`config.mk`:
```
export PLATFORM = sky130hd
export DESIGN_NAME = chdr_hdr_extractor
export DESIGN_NICKNAME = d
export VERILOG_FILES = /design/src/rtl/chdr_hdr_extractor.sv
export SDC_FILE = /design/constraint.sdc
export NUM_CORES = 1
export LEC_CHECK = 0
export ABC_AREA = 1
export BUFFER_PORTS_ARGS = -buffer_cell sky130_fd_sc_hd__buf_2
export CORE_MARGIN = 2
export CORE_UTILIZATION = 50
export CTS_CLUSTER_SIZE = 30
export DETAILED_ROUTE_END_ITERATION = 10
export PLACE_DENSITY_LB_ADDON = 0.3
export SYNTH_ARGS = -nofsm -noshare
export SYNTH_HDL_FRONTEND = slang
export SYNTH_SLANG_ARGS = --single-unit
export TNS_END_PERCENT = 5
```
`constraint.sdc`:
```
create_clock -name clk -period 2.1 [get_ports clk]
set_input_delay 0 -clock clk [delete_from_list [all_inputs] [get_ports clk]]
set_output_delay 0 -clock clk [all_outputs]
set_load 0.01 [all_outputs]
```
`src/rtl/chdr_hdr_extractor.sv`:
```
// Splits a CHDR packet into a 128-bit header beat {header, time-or-zero} and a
// pass-through payload stream, with an optional beat-count vs. length check.
module chdr_hdr_extractor #(
  parameter int unsigned STRICT_LEN = 1
) (
  input  logic         clk,
  input  logic         reset_n,
  input  logic [63:0]  i_tdata,
  input  logic         i_tlast,
  input  logic         i_tvalid,
  output logic         i_tready,
  output logic [127:0] hdr_tdata,
  output logic         hdr_tvalid,
  input  logic         hdr_tready,
  output logic [63:0]  o_tdata,
  output logic         o_tlast,
  output logic         o_tvalid,
  input  logic         o_tready,
  output logic         len_err
);

  typedef enum logic [1:0] {ST_HDR, ST_TIME, ST_HOLD, ST_BODY} state_t;

  state_t        state, state_nxt;
  logic [127:0]  hdr_q;
  logic [15:0]   pkt_len;
  logic          no_payload;
  logic [12:0]   beat_cnt;
  logic [12:0]   beat_nxt;
  logic [15:0]   len_cur;
  logic [16:0]   words_exp;
  logic          mismatch;
  logic          len_err_q;
  logic          in_xfer;

  always_ff @(posedge clk or negedge reset_n) begin
    if (!reset_n) state <= ST_HDR;
    else          state <= state_nxt;
  end

  always_comb begin
    state_nxt = state;
    unique case (state)
      ST_HDR:  if (i_tvalid) state_nxt = (i_tdata[61] && !i_tlast) ? ST_TIME : ST_HOLD;
      ST_TIME: if (i_tvalid) state_nxt = ST_HOLD;
      ST_HOLD: if (hdr_tready) state_nxt = no_payload ? ST_HDR : ST_BODY;
      ST_BODY: if (i_tvalid && o_tready && i_tlast) state_nxt = ST_HDR;
      default: state_nxt = ST_HDR;
    endcase
  end

  always_comb begin
    i_tready   = 1'b0;
    hdr_tvalid = 1'b0;
    o_tvalid   = 1'b0;
    o_tlast    = 1'b0;
    unique case (state)
      ST_HDR, ST_TIME: i_tready = 1'b1;
      ST_HOLD:         hdr_tvalid = 1'b1;
      ST_BODY: begin
        i_tready = o_tready;
        o_tvalid = i_tvalid;
        o_tlast  = i_tlast;
      end
      default: i_tready = 1'b0;
    endcase
  end

  assign o_tdata   = i_tdata;
  assign hdr_tdata = hdr_q;
  assign len_err   = len_err_q;
  assign in_xfer   = i_tvalid && i_tready;

  // The header word restarts the count at 1; later beats saturate at 8191.
  always_comb begin
    if (state == ST_HDR)     beat_nxt = 13'd1;
    else if (beat_cnt == '1) beat_nxt = beat_cnt;
    else                     beat_nxt = beat_cnt + 13'd1;
  end

  // A header-only packet ends in ST_HDR, before the length is registered.
  assign len_cur   = (state == ST_HDR) ? i_tdata[47:32] : pkt_len;
  assign words_exp = ({1'b0, len_cur} + 17'd7) >> 3;
  assign mismatch  = ({4'd0, beat_nxt} != words_exp);

  always_ff @(posedge clk or negedge reset_n) begin
    if (!reset_n) begin
      hdr_q      <= '0;
      pkt_len    <= '0;
      no_payload <= 1'b0;
      beat_cnt   <= '0;
      len_err_q  <= 1'b0;
    end else begin
      len_err_q <= 1'b0;
      if (in_xfer) begin
        beat_cnt <= beat_nxt;
        if (i_tlast) len_err_q <= (STRICT_LEN != 0) && mismatch;
      end
      if (in_xfer && state == ST_HDR) begin
        hdr_q      <= {i_tdata, 64'd0};
        pkt_len    <= i_tdata[47:32];
        no_payload <= i_tlast;
      end
      if (in_xfer && state == ST_TIME) begin
        hdr_q[63:0] <= i_tdata;
        no_payload  <= i_tlast;
      end
    end
  end

endmodule

```
* After elaboration in Yosys (flattened, before gate mapping)
Cells that the tools add are included.
Cells by class: mux-type cells 20, equal/unequal tests 9, add/subtract/negate cells 2, reduce and logical (&&, ||, !) cells 11
Operator list (number):
- 64-bit two-way mux | 2
- 13-bit two-way mux | 2
- 16-bit by 3-bit adder with 17-bit output (second input constant) | 1
- 16-bit two-way mux | 1
- 13-bit by 14-bit != test with 1-bit output | 1
- 13-bit by 1-bit adder with 13-bit output (second input constant) | 1
- 13-bit equality test (second input constant) | 1
- 2-bit two-way mux | 6
- 2-bit != test (second input constant) | 4
- 2-bit case mux with 4 select lines | 1
- 1-bit two-way mux | 7
- 1-bit logical AND | 6
- 2-bit equality test (second input constant) | 2
- 4-bit AND reduction | 1
- 2-bit by 1-bit equality test with 1-bit output (second input constant) | 1
- 2-bit zero test | 1
- 1-bit case mux with 2 select lines | 1
- 2-bit nonzero test | 1
- 2-bit OR reduction | 1
- 1-bit zero test | 1
Storage, ports and cells: input bits 70, output and inout bits 197, register bits after elaboration 161, logic and storage cells 49

* Logic depth before layout (Yosys ltp)
word-level depth 7, gate-level depth with buffers 17, depth with buffers taken out 16

* Worst setup path before layout
OpenSTA, ideal clock, no wires.
path type register -> register, from register beat_cnt[0], to register len_err_q, in the netlist len_err, stages on the path, launching flop included 14, data arrival time 1.778 ns, setup slack 0.206 ns, cell sequence dfrtp_1 > ha_1 > nand3_1 > nor2_1 > nand2_1 > buf_2 > a21oi_1 > nand3_1 > nand2_1 > nand3_1 > nor2_1 > nand3_1 > nor2_1 > nor2_1
Between the ends: word-level cells in the longest chain between the ends 6, elaborated cells on any way between the ends 7, classes of those cells 1 x add/sub; 2 x eq/ne; 4 x mux
RTL lines:
- start, declared | RTL line 28 | logic [12:0] beat_cnt;
- start signal, assigned | RTL line 96 | beat_cnt <= beat_nxt;
- 13-bit by 1-bit adder with 13-bit output or 13-bit equality test (tied branches) | RTL line 78, 77
- 13-bit two-way mux (*) | RTL line 77 | else if (beat_cnt == '1) beat_nxt = beat_cnt;
- 13-bit two-way mux (*) | RTL line 76 | if (state == ST_HDR) beat_nxt = 13'd1;
- 13-bit by 14-bit != test with 1-bit output (*) | RTL line 84 | assign mismatch = ({4'd0, beat_nxt} != words_exp);
- 1-bit two-way mux (*) | RTL line 97 | if (i_tlast) len_err_q <= (STRICT_LEN != 0) && mismatch;
- 1-bit two-way mux (*) | RTL line 95 | if (in_xfer) begin
- end signal, assigned | RTL line 97
- end, declared | RTL line 33 | logic len_err_q;
Every way passes the cells marked *; elsewhere a longest branch is shown, timed or not. A chain may end at the register's enable or synchronous reset.

* Worst setup path after layout
from register state[0], to register len_err_q, in the netlist len_err
Between the ends: word-level cells in the longest chain between the ends 6, elaborated cells on any way between the ends 12, classes of those cells 1 x add/sub; 3 x eq/ne; 5 x mux; 3 x reduce/logical
RTL lines:
- start, declared | RTL line 24 | state_t state, state_nxt;
- start signal, assigned | RTL line 38 | else state <= state_nxt;
- 2-bit zero test | RTL line 57, 76, 82
- 16-bit two-way mux | RTL line 82 | assign len_cur = (state == ST_HDR) ? i_tdata[47:32] : pkt_len;
- 16-bit by 3-bit adder with 17-bit output | RTL line 83 | assign words_exp = ({1'b0, len_cur} + 17'd7) >> 3;
- 13-bit by 14-bit != test with 1-bit output | RTL line 84
- 1-bit two-way mux | RTL line 97
- 1-bit two-way mux (*) | RTL line 95
Marks and branches as above.

==> results.py <==
metrics = {
    "outcome": {
        "outcome": "finished with violations",
        "violated_checks": "setup timing",
    },
    "floorplanning": {
        "die_height_um": 123,
        "floorplan.initialDensity": 0.513,
        "die_x_um": 123,
        "fp-row-count": 43,
        "core_footprint_um2": 13900,
        "io_pins": 267,
        "dieArea_um2": 15200,
    },
    "power_and_ir_drop": {
        "p_per_area_nw_per_um2": 1400,
        "power_leakage_nw": 5.47,
        "vdd_ir_drop_max_v": 0.000750,
    },
    "timing": {
        "fin_worst_skew_ns": 0.00708,
        "report.final.setup_viol": 1,
        "fin_crit_sh": 1.01,
        "final_min_period_ns": 2.12,
        "final_hold_vios": 0,
        "timing.slew.headroom": 0.648,
        "tns_ns": -0.0229,
        "max_freq_mhz": 471,
        "tightest_slew_ns": 0.527,
        "drv_slew": 0,
        "layout_setup_ws_ns": -0.0229,
        "fin_worst_hold_slack_ns": 0.0500,
        "rsz0062_at_grt": "true",
    },
    "synthesis": {
        "ys_async_sr_fraction": 1.00,
        "ys_seq_area_frac": 0.510,
        "ys_top_cells_by_count": "sky130_fd_sc_hd__nand2_1, sky130_fd_sc_hd__o21ai_0, sky130_fd_sc_hd__dfrtp_1",
        "synth_warnings": 0,
        "yosysTopAreaCell": "sky130_fd_sc_hd__dfrtp_1",
        "ys_seq_elements": 145,
        "ys.flop_type": "sky130_fd_sc_hd__dfrtp_1",
        "synthTopCellsByArea": "sky130_fd_sc_hd__dfrtp_1, sky130_fd_sc_hd__nand2_1, sky130_fd_sc_hd__o21ai_0",
        "yosysTopAreaCellShare": 0.510,
        "number_of_synthesized_flops_with_an_enable_pin": 0,
        "synthMostInstantiatedCell": "sky130_fd_sc_hd__nand2_1",
        "number_of_distinct_library_cell_variants_in_the_gate_level_netlist_after_synthesis": 29,
        "synthesis.area_per_instance_um2": 8.08,
        "mappedNetlistArea_um2": 7110,
        "postSynthCellCount": 881,
        "synth_nets": 952,
    },
    "clock_tree": {
        "tritoncts": "yes",
        "root_buffer": "sky130_fd_sc_hd__clkbuf_16",
        "h-tree-depth": 4,
        "clockBufferDepth": 2,
        "clkLatencyLatePin_ns": 0.42,
        "worst_setup_hold_path_clk_slew_ns": 0.06,
        "clock_sink_count": 145,
        "cts_inserted_buffers": 17,
    },
    "layout": {
        "stdcell_count": 1372,
        "nets": 1250,
        "ratio_of_cells_with_drive_above_1_in_the_final_layout": 0.327,
        "finalInstanceArea_um2": 9830,
        "antenna_diode_count": 0,
        "area_growth_syn_to_layout_pct": 38.2,
        "layout.filler_cells": 1101,
    },
    "worst_setup_path": {
        "cp_top_family": "simple AND/OR/NAND/NOR gates",
        "startpoint": "state[0]",
        "critical-path-slowest-cell": "sky130_fd_sc_hd__dfrtp_1",
        "critPathLaunchType": "flip-flop",
        "slowest_stage_delay_cp_ns": 0.42,
        "rr_worst_depth": 16,
        "cp_common_cell": "sky130_fd_sc_hd__nor2_4",
        "cp-end-kind": "flip-flop",
        "critPathKind": "flip-flop to flip-flop",
        "crit_required_ns": 2.41,
        "worst_ep_arrival_time_ns": 2.44,
        "timing.critical_path.fanout_max": 7,
        "rr_endpoint": "len_err",
        "r2r_slack_ns": -0.02,
        "worstPathBufferInverterCount": 3,
        "crit_end": "len_err",
        "critical_path.cell_chain": "nor2_4 -> buf_12 -> buf_4 -> nand2_2 -> nand2_4 -> nand2_4 -> nor2_4 -> inv_2 -> nor2_4 -> nand2_2 -> nand2_1 -> nand3_1 -> nand2_1 -> nand3_1 -> nor2_1 -> nor2_1",
        "critical_path_depth": 16,
        "r2r-start": "state[0]",
    },
    "detailed_routing": {
        "antenna_left": 0,
        "vias": 6751,
        "dr.first_iter.drc_count": 439,
        "drc_errors": 0,
        "postRouteWirelength_um": 21100,
        "drtPass1Iterations": 5,
        "drt-wirelength-per-cell_um": 15.4,
        "via_count_normalized_by_instance_count": 4.92,
    },
    "place": {
        "place_congestion": 0.904,
        "hpwl_um": 14100,
        "detailed_place.area_um2": 8380,
        "numPortBuffers": 266,
        "pre_cts_slack_ns": 0.0166,
        "dp_cells": 1262,
    },
    "global_routing": {
        "antenna_found_initial": 0,
        "pin_count_of_the_biggest_net_entering_global_routing": 66,
        "grt.overflow.total": 0,
        "first_global_vias": 6516,
        "global_route_wire_length_before_repair_um": 32400,
        "grt_usage": 0.278,
    },
    "job": {
        "maxCapViolations": 0,
    },
    "min_path": {
        "min-delay-path-class": "input port to flip-flop",
    },
}
==> state kept, by name, indices dropped and copies added (netlist names) <==
name / flops
len_err: 1
state: 2
no_payload: 1
beat_cnt: 13
hdr_tdata: 128
==> worst min-delay path, cell delays in order <==
cell	delay, ns
sky130_fd_sc_hd__buf_2	0.09
sky130_fd_sc_hd__inv_1	0.06
sky130_fd_sc_hd__nor3_1	0.05
sky130_fd_sc_hd__o22ai_1	0.10
sky130_fd_sc_hd__inv_1	0.08
sky130_fd_sc_hd__o31ai_1	0.06
==> per-layer routing <==
metal / routed length, um / share of wire / global-route usage / vias up
li1: - / - / - / 3291
met1: 8550 / 0.40 / 0.331 / 3175
met2: 10800 / 0.51 / 0.485 / 233
met3: 1150 / 0.054 / 0.0673 / 52
met4: 622 / 0.029 / 0.108 / 0
met5: 0 / 0 / 0 / -
==> repair_timing <==
item,in CTS,in global routing
setup buffers,0,9
hold buffers,67,0
resized for setup,0,24
hold endpoints to repair,212,0
setup endpoints to repair,0,1
==> metrics by stage <==
stage | util | power, mW
after floorplan | - | 7.93
after global placement | 0.603 | 10.1
after detailed placement | 0.603 | 10.3
after CTS | 0.694 | 13.4
after global routing | 0.708 | 14.8
final | 0.708 | 13.8
==> worst min path at each step <==
| stage | start | slack, ns | cells past startpoint | end |
|---|---|---|---|---|
| final | o_tready | 0.05 | 6 | state[1] |
| after global routing | reset_n | 0.12 | 2 | hdr_tdata[28] |
| after CTS | o_tready | 0.04 | 6 | state[1] |
| after detailed placement | reset_n | -0.02 | 1 | hdr_tdata[31] |
| after global placement | reset_n | -0.03 | 1 | hdr_tdata[28] |
| after floorplan | reset_n | -0.30 | 0 | beat_cnt[0] |
==> cell type report <==
class                           count  area (um^2)  share of cell area
Sequential cell                   145         3630               0.369
Multi-Input combinational cell    529         2550               0.259
Timing Repair Buffer              376         2430               0.247
Clock buffer                       21          450              0.0458
Inverter                          110          418              0.0425
Tap cell                          180          225              0.0229
Clock inverter                     11          131              0.0134
==> report_power, final <==
group / switching, mW / internal [mW] / leakage, nW
registers: 0.698 / 3.91 / 1.87
clock network: 1.21 / 1.79 / 0.280
logic: 3.72 / 2.48 / 3.32
total: 5.63 / 8.18 / 5.47
==> cells in the final DEF, fill, tap and decap left out, types with 10 or more instances in the layout <==
| master | count |
|---|---|
| sky130_fd_sc_hd__nor2_1 | 28 |
| sky130_fd_sc_hd__dlygate4sd3_1 | 67 |
| sky130_fd_sc_hd__nand2_1 | 251 |
| sky130_fd_sc_hd__nand3_1 | 29 |
| sky130_fd_sc_hd__dfrtp_1 | 145 |
| sky130_fd_sc_hd__o21ai_0 | 146 |
| sky130_fd_sc_hd__clkbuf_16 | 18 |
| sky130_fd_sc_hd__nand2_2 | 17 |
| sky130_fd_sc_hd__nand2_4 | 10 |
| sky130_fd_sc_hd__buf_4 | 34 |
| sky130_fd_sc_hd__buf_2 | 265 |
| sky130_fd_sc_hd__inv_1 | 103 |
==> cell families after synthesis <==
logic type	count (synthesis)	synth area share
simple gates	361	0.217
fa+ha+maj	1	0.00176
compound gates	158	0.115
xor+xnor	8	0.00985
buf+inv	208	0.147
flops	145	0.510
Note: power is estimated with default switching activity, not from simulation.
